==> config.mk <==
export PLATFORM = sky130hd
export DESIGN_NAME = disp_scan_ctrl
export DESIGN_NICKNAME = d
export VERILOG_FILES = /design/src/rtl/disp_scan_ctrl.sv
export SDC_FILE = /design/constraint.sdc
export NUM_CORES = 1
export LEC_CHECK = 0
export ABC_AREA = 0
export CAP_MARGIN = 0
export CORE_MARGIN = 3
export CORE_UTILIZATION = 50
export CTS_CLUSTER_SIZE = 14
export DETAILED_ROUTE_END_ITERATION = 10
export GPL_TIMING_DRIVEN = 1
export PLACE_DENSITY = 0.85
export REMOVE_ABC_BUFFERS = 1
export SLEW_MARGIN = 20
export SYNTH_ARGS = -nofsm -noshare
export SYNTH_HDL_FRONTEND = slang
export SYNTH_SLANG_ARGS = --single-unit
==> constraint.sdc <==
create_clock -name CLK -period 1.7 [get_ports CLK]
set_clock_uncertainty 0.05 [all_clocks]
set_input_delay 0.34 -clock CLK [delete_from_list [all_inputs] [get_ports CLK]]
set_output_delay 0.34 -clock CLK [all_outputs]
set_load 0.02 [all_outputs]
==> src/rtl/disp_scan_ctrl.sv <==
// disp_scan_ctrl: arbitrates two 9-bit value requesters, converts the granted value to BCD
// by sequential double-dabble, and scans the digits onto a shared BCD bus with active-low anodes.
`default_nettype none

module disp_scan_ctrl #(
  parameter int DIV = 50000
) (
  input  logic       CLK,
  input  logic       RST_N,
  input  logic       req_a,
  input  logic [8:0] val_a,
  input  logic       sel_a,
  input  logic       req_b,
  input  logic [8:0] val_b,
  input  logic       sel_b,
  output logic       ack_a,
  output logic       ack_b,
  output logic [3:0] bcd,
  output logic [3:0] an,
  output logic       busy
);

  localparam int             CW       = $clog2(DIV);
  localparam logic [CW-1:0]  CNT_MAX  = CW'(DIV - 1);
  localparam logic [3:0]     ITER_MAX = 4'd8;
  localparam logic [3:0]     MINUS    = 4'hA;

  typedef enum logic [1:0] {
    S_IDLE = 2'd0,
    S_CONV = 2'd1,
    S_DONE = 2'd2
  } state_t;

  state_t        state_q, state_d;
  logic [20:0]   sh_q, sh_d;
  logic [3:0]    it_q, it_d;
  logic          neg_lat_q, neg_lat_d;
  logic          ack_a_q, ack_a_d;
  logic          ack_b_q, ack_b_d;
  logic          prio_b_q, prio_b_d;
  logic          pend_q, pend_d;
  logic [11:0]   pend_dig_q, pend_dig_d;
  logic          pend_neg_q, pend_neg_d;
  logic [11:0]   dig_q, dig_d;
  logic          neg_q, neg_d;
  logic [CW-1:0] cnt_q, cnt_d;
  logic [1:0]    slot_q, slot_d;
  logic [3:0]    an_q, an_d;
  logic [3:0]    bcd_q, bcd_d;

  logic          tick;
  logic          commit;
  logic [1:0]    nxt_slot;
  logic          gnt_b;
  logic [8:0]    g_val;
  logic          g_sel;
  logic [11:0]   adj;

  function automatic logic [3:0] add3(input logic [3:0] n);
    return (n >= 4'd5) ? n + 4'd3 : n;
  endfunction

  // Scanner: free-running prescaler and slot sequencer, independent of the converter
  always_comb begin
    tick     = (cnt_q == CNT_MAX);
    cnt_d    = tick ? '0 : cnt_q + CW'(1);
    // slot_q resets to 3 so that the first tick always lands on slot 0
    case (slot_q)
      2'd0:    nxt_slot = 2'd1;
      2'd1:    nxt_slot = 2'd2;
      2'd2:    nxt_slot = neg_q ? 2'd3 : 2'd0;
      default: nxt_slot = 2'd0;
    endcase
    commit   = tick && (nxt_slot == 2'd0) && pend_q;
    dig_d    = commit ? pend_dig_q : dig_q;
    neg_d    = commit ? pend_neg_q : neg_q;
    slot_d   = slot_q;
    an_d     = an_q;
    bcd_d    = bcd_q;
    if (tick) begin
      slot_d = nxt_slot;
      an_d   = ~(4'b0001 << nxt_slot);
      case (nxt_slot)
        2'd0:    bcd_d = dig_d[3:0];
        2'd1:    bcd_d = dig_d[7:4];
        2'd2:    bcd_d = dig_d[11:8];
        default: bcd_d = MINUS;
      endcase
    end
  end

  // Converter FSM: grant, double-dabble, hand result to the pending registers
  always_comb begin
    state_d    = state_q;
    sh_d       = sh_q;
    it_d       = it_q;
    neg_lat_d  = neg_lat_q;
    ack_a_d    = 1'b0;
    ack_b_d    = 1'b0;
    prio_b_d   = prio_b_q;
    pend_d     = pend_q;
    pend_dig_d = pend_dig_q;
    pend_neg_d = pend_neg_q;
    gnt_b      = req_b && (!req_a || prio_b_q);
    g_val      = gnt_b ? val_b : val_a;
    g_sel      = gnt_b ? sel_b : sel_a;
    adj        = {add3(sh_q[20:17]), add3(sh_q[16:13]), add3(sh_q[12:9])};

    case (state_q)
      S_IDLE: begin
        if (!pend_q && (req_a || req_b)) begin
          // signed mode: bit 8 low marks a negative value, magnitude is the low byte
          sh_d      = {12'd0, g_sel ? {1'b0, g_val[7:0]} : g_val};
          neg_lat_d = g_sel & ~g_val[8];
          ack_a_d   = ~gnt_b;
          ack_b_d   = gnt_b;
          prio_b_d  = ~gnt_b;
          it_d      = 4'd0;
          state_d   = S_CONV;
        end
      end
      S_CONV: begin
        sh_d = {adj, sh_q[8:0]} << 1;
        it_d = it_q + 4'd1;
        if (it_q == ITER_MAX) state_d = S_DONE;
      end
      S_DONE: begin
        pend_dig_d = sh_q[20:9];
        pend_neg_d = neg_lat_q;
        pend_d     = 1'b1;
        state_d    = S_IDLE;
      end
      default: state_d = S_IDLE;
    endcase

    if (commit) pend_d = 1'b0;
  end

  always_ff @(posedge CLK) begin
    if (!RST_N) begin
      state_q    <= S_IDLE;
      sh_q       <= '0;
      it_q       <= '0;
      neg_lat_q  <= 1'b0;
      ack_a_q    <= 1'b0;
      ack_b_q    <= 1'b0;
      prio_b_q   <= 1'b0;
      pend_q     <= 1'b0;
      pend_dig_q <= '0;
      pend_neg_q <= 1'b0;
      dig_q      <= '0;
      neg_q      <= 1'b0;
      cnt_q      <= '0;
      slot_q     <= 2'd3;
      an_q       <= 4'b1111;
      bcd_q      <= 4'd0;
    end else begin
      state_q    <= state_d;
      sh_q       <= sh_d;
      it_q       <= it_d;
      neg_lat_q  <= neg_lat_d;
      ack_a_q    <= ack_a_d;
      ack_b_q    <= ack_b_d;
      prio_b_q   <= prio_b_d;
      pend_q     <= pend_d;
      pend_dig_q <= pend_dig_d;
      pend_neg_q <= pend_neg_d;
      dig_q      <= dig_d;
      neg_q      <= neg_d;
      cnt_q      <= cnt_d;
      slot_q     <= slot_d;
      an_q       <= an_d;
      bcd_q      <= bcd_d;
    end
  end

  assign ack_a = ack_a_q;
  assign ack_b = ack_b_q;
  assign an    = an_q;
  assign bcd   = bcd_q;
  assign busy  = (state_q != S_IDLE) | pend_q;

endmodule

`default_nettype wire
# --- Yosys cells after proc, flatten, opt, wreduce, memory -nomap -nowiden ---
# Index checks and enable logic that the tools add are counted.
totals:
  regBits: 84
  latch_bits: 0
  ramBits: 0
  rom_bits: 0
  output_inout_bits: 11
  word_cells: 77
  n_memories: 0
classes:
  add_sub_neg: 5
  n_mul: 0
  n_div: 0
  n_lt_le_gt_ge: 3
  eq_ne: 10
  n_shift: 1
  n_mux: 17
  bitwise: 6
  reduce_logical: 19
op_table:
  columns: ["op", "n"]
  rows:
  - ["one-hot mux 21 bit (2 select lines)", 1]
  - ["2-to-1 mux 21 bit", 1]
  - ["2-to-1 mux 9 bit", 2]
  - ["adder 16 x 1 -> 16 bit, second input constant", 1]
  - ["equality test 16 bit, second input constant", 1]
  - [">= comparator 4 x 3 -> 1 bit, second input constant", 3]
  - ["2-to-1 mux 12 bit", 1]
  - ["2-to-1 mux 4 bit", 3]
  - ["one-hot mux 4 bit (3 select lines)", 1]
  - ["adder 4 x 2 -> 4 bit, second input constant", 2]
  - ["one-hot mux 4 bit (2 select lines)", 1]
  - ["equality test 2 x 1 -> 1 bit, second input constant", 3]
  - ["equality test 2 bit, second input constant", 3]
  - ["zero test 2 bit", 3]
  - ["2-to-1 mux 2 bit", 3]
  - ["one-hot mux 2 bit (3 select lines)", 1]
  - ["AND reduction 2 bit", 3]
  - ["adder 4 x 1 -> 4 bit, second input constant", 1]
  - ["equality test 4 bit, second input constant", 1]
  - ["logical AND 1 bit", 4]
  - ["inequality test 2 bit, second input constant", 2]
  - ["inverter 4 bit", 1]
  - ["one-hot mux 2 bit (2 select lines)", 1]
  - ["nonzero test 2 bit", 2]
  - ["11 further kinds", 16]

# --- Logic depth before layout (Yosys ltp) ---
# Gate-level depths: netlist of the first run.
logic_depth:
  depth_word: 7
  mapped_depth: 7
  ltp_nobuf: 7

# --- Worst setup path after synthesis of the first run ---
# OpenSTA, ideal clock, no wires.
synth_timing:
  path_type: "reg2reg"
  start: "reg pend_q"
  end: "reg sh_q[17]"
  setup_ns: 0.128
  t_arrival_ns: 1.527
  t_required_ns: 1.522
  setup_slack_ns: -0.005
  path_stages_with_launch: 7
  path_cell_list: "dfxtp_1 or3_1 or2_1 buf_2 buf_6 a31oi_1 nor2_1"
synth_between:
  elab_chain_len: 4
synth_lines:
  columns: ["element", "line", "source"]
  rows:
  - ["start: declaration", "41", "logic pend_q, pend_d;"]
  - ["start signal: assignment", "165", "pend_q <= pend_d;"]
  - ["zero test 1 bit", "111", "if (!pend_q && (req_a || req_b)) begin"]
  - ["logical AND 1 bit", "111", null]
  - ["inequality test 2 bit (no source line)", null, null]
  - ["AND reduction 2 bit (no source line)", null, null]
  - ["end signal: assignment", "142", "sh_q <= '0;"]
  - ["end signal: assignment", "159", "sh_q <= sh_d;"]
  - ["end: declaration", "35", "logic [20:0] sh_q, sh_d;"]
# Every way passes these cells.
# A chain may end at the register's enable or synchronous reset.

# --- Final worst setup path of the first run ---
layout_timing:
  start: "reg cnt_q[1]"
  end: "reg dig_q[4]"
layout_between:
  elab_chain_len: 4
layout_lines:
  columns: ["element", "line", "source"]
  rows:
  - ["start: declaration", "46", "logic [CW-1:0] cnt_q, cnt_d;"]
  - ["start signal: assignment", "170", "cnt_q <= cnt_d;"]
  - ["equality test 16 bit", "65", "tick = (cnt_q == CNT_MAX);"]
  - ["logical AND 1 bit (2 in series)", "74", "commit = tick && (nxt_slot == 2'd0) && pend_q;"]
  - ["2-to-1 mux 12 bit", "75", "dig_d = commit ? pend_dig_q : dig_q;"]
  - ["end signal: assignment", "168", "dig_q <= dig_d;"]
  - ["end: declaration", "44", "logic [11:0] dig_q, dig_d;"]
# Every way passes these cells.

==> flow_metrics.tcl, run 1 <==
set metrics [dict create \
    cts_hold_buffers 0 \
    synth_seq_cells 84 \
    drtAntennaViolNets 0 \
    overflow 0 \
    grtUsageTotal 0.2248 \
    rsz0062_at_grt "yes" \
    vias 3540 \
    die_width_um 93.08 \
    grt_pass1_wl_mm 15.68 \
    syn_area_sq_mm 0.003791 \
    core_area_sq_mm 0.007292 \
    fin_ws_ns -0.001485 \
    crit_arrival_ns 1.96 \
    gp_congestion 0.8504 \
    grt_pass1_vias 3442 \
    synth-edff-count 0 \
    drc_errors 0 \
    seq_area_frac_synth 0.4436 \
    slowest_stage "dfxtp_1" \
    portBuffers 34 \
    root_buffer "clkbuf_8" \
    worstPathRequired_ns 1.96 \
    max_freq_mhz 587.7 \
    ys.flop_type "dfxtp_1" \
    synth_cell_types 44 \
    antenna_cells 0 \
    async_reset_ff_frac 0 \
    crit_type "reg -> reg" \
    grt_max_degree 51 \
    outcome "finished with violations" \
    p_leak_nw 1.907 \
    failed_checks "negative setup slack" \
    nets 568 \
    wl_mm 9.581 \
    ys.warnings.count 0 \
    period_needed_ns 1.701 \
    power.density_mw_per_mm2 795.2 \
    crit_path_end_kind "flip-flop" \
    clkSlewWorstSetupHoldPaths_ns 0.09 \
    die_y_um 93.08 \
    finalSetupTns_ns -0.001485 \
    final_layout_size_suffix_gt1_frac 0.2185 \
    critPathMaxFanout 5 \
    drt_iter0_drc 149 \
    setup_viol 1 \
    routedWlPerCell_um 14.99 \
    crit_path_max_incr_delay_ns 0.38 \
    cts_sinks 84 \
    worst_pin_slew_ns 0.4713 \
    via_per_inst 5.540 \
    drt-pass1-iter-count 5 \
    final_util 0.6802 \
    synthToLayoutAreaGrowth_pct 30.83 \
    clock_latency_ns 0.35 \
    peakVddDrop_mv 0.4483 \
    start_kind "flip-flop" \
    relSlewSlack 0.6852 \
    dp_slack_ns -0.2643 \
    num-fill-cells 569 \
    cts_tree "yes" \
    finalMaxSlewViolations 0 \
    die-area_sq_mm 0.008663 \
    num_io_pins 35 \
    grt_antenna_before_repair 0 \
    avgSynthCellArea_sq_um 8.314 \
    cts_max_level 3 \
    holdWs_ns 0.4076 \
    dp_hpwl_mm 6.414 \
    hold_path.class "reg -> reg" \
    path_cells "ha_4, and3_4, nand4_2, nor3_1, buf_4, o21a_1" \
    clockBufferDepth 2 \
    finalHoldViolations 0 \
    fin_crit_sh 1.001 \
    std_cell_rows 31 \
    initial_utilization 0.5199 \
    synth_cells 456 \
    cts_made_buffers 9 \
    cap_violations 0 \
]
power by group:
part	switching [mW]	total (mW)	internal, mW
clock network	0.706	1.54	0.838
logic	0.179	0.367	0.188
registers	0.0261	2.03	2.01
kinds of logic after synthesis:
family                   Yosys count  synth area share
multiplexers                      13           0.03762
flip-flops                        84            0.4436
AND/OR/NAND/NOR                  193            0.2492
AO/OA/AOI/OAI                     98            0.1488
buffers and inverters             40           0.04719
XOR/XNOR                          19           0.04389
adder cells (fa/ha/maj)            9           0.02970
cells in the mapped netlist, types with 10 or more instances:
library cell	instances	area share
a21oi_1	50	0.066
clkbuf_1	14	0.014
dfxtp_1	84	0.44
inv_1	14	0.014
mux2_2	10	0.030
nand2_1	76	0.075
nand3_1	22	0.029
nor2_1	33	0.033
nor3_1	16	0.021
o21ai_0	17	0.022
xnor2_1	13	0.030
through the flow:
stage               area, sq um  power (mW)  std cells
finish                     4960       3.944        639
global route               4960       4.082        639
CTS                        4847       3.953        635
detailed placement         4553       2.431        615
global placement           4553       2.418        615
floorplan                  3669       2.232        431
cell type report:
type / count / area (sq um) / area share
flip-flops and latches: 84 / 1687 / 0.3401
inverters: 15 / 56.30 / 0.01135
clock buffers: 13 / 178.9 / 0.03607
well taps: 99 / 123.9 / 0.02497
clock inverters: 3 / 42.54 / 0.008577
multi-input cells: 334 / 2067 / 0.4168
repair buffers: 91 / 804.5 / 0.1622
state kept, by name, indices dropped and copies added, names as in the netlist, 2 cells and up:
signal	count
pend_dig_q	12
it_q	4
sh_q	21
an	4
bcd	4
dig_q	12
slot_q	2
state_q	2
cnt_q	16
metal layers:
layer / track usage / part of all wire / vias up
li1: - / - / 1724
met1: 0.2637 / 0.41 / 1687
met2: 0.3977 / 0.51 / 99
met3: 0.04023 / 0.043 / 30
met4: 0.1013 / 0.030 / 0
met5: 0 / 0 / -
cells in the final DEF (no fill, tap or decap), drive strengths merged, types with 3 or more instances in the layout:
cell / count
dfxtp: 84
nand2: 76
buf: 58
a21oi: 50
nor2: 34
clkdlybuf4s50: 24
nand3: 22
o21ai: 18
nor3: 16
inv: 15
xnor2: 13
clkbuf: 13
mux2: 10
and3: 9
ha: 9
a22oi: 7
dlygate4sd2: 7
nand2b: 7
xor2: 6
nand4: 6
a31oi: 5
o21a: 5
nor2b: 4
o211ai: 4
and2: 4
a21boi: 4
and4: 4
and4bb: 3
nor3b: 3
mux2i: 3
critical path, delay by kind of cell (launching register included):
family	cells	cell delay, ns
buf+inv	1	0.17
fa+ha+maj	1	0.18
simple gates	3	0.79
flops	1	0.38
compound gates	1	0.09
timing repair:
item,CTS,global route
setup endpoints to repair,45,36
gates resized for setup,24,23
setup buffers,3,3
endpoints found under the hold margin,0,0
pin swaps,3,6
cloned,1,1
path summary, 6_finish.rpt:
| path | from | endpoint | slack [ns] | cells past startpoint |
|---|---|---|---|---|
| min reg2reg | dig_q[5] | bcd[1] | 0.41 | 2 |
| min | dig_q[5] | bcd[1] | 0.41 | 2 |
| max reg2reg | cnt_q[1] | dig_q[4] | -0.001 | 6 |
| max | cnt_q[1] | dig_q[4] | -0.001 | 6 |
No activity file was read; power rests on OpenSTA's default activity.
==> run 2: changes to the inputs <==
--- a/config.mk
+++ b/config.mk
@@ -9,6 +9,7 @@
 export CAP_MARGIN = 0
 export CORE_MARGIN = 3
 export CORE_UTILIZATION = 50
+export CTS_CLUSTER_DIAMETER = 80
 export CTS_CLUSTER_SIZE = 14
 export DETAILED_ROUTE_END_ITERATION = 10
 export GPL_TIMING_DRIVEN = 1
==> results of run 2 <==
The final DEF is identical to that of run 1; final timing and power are the same.
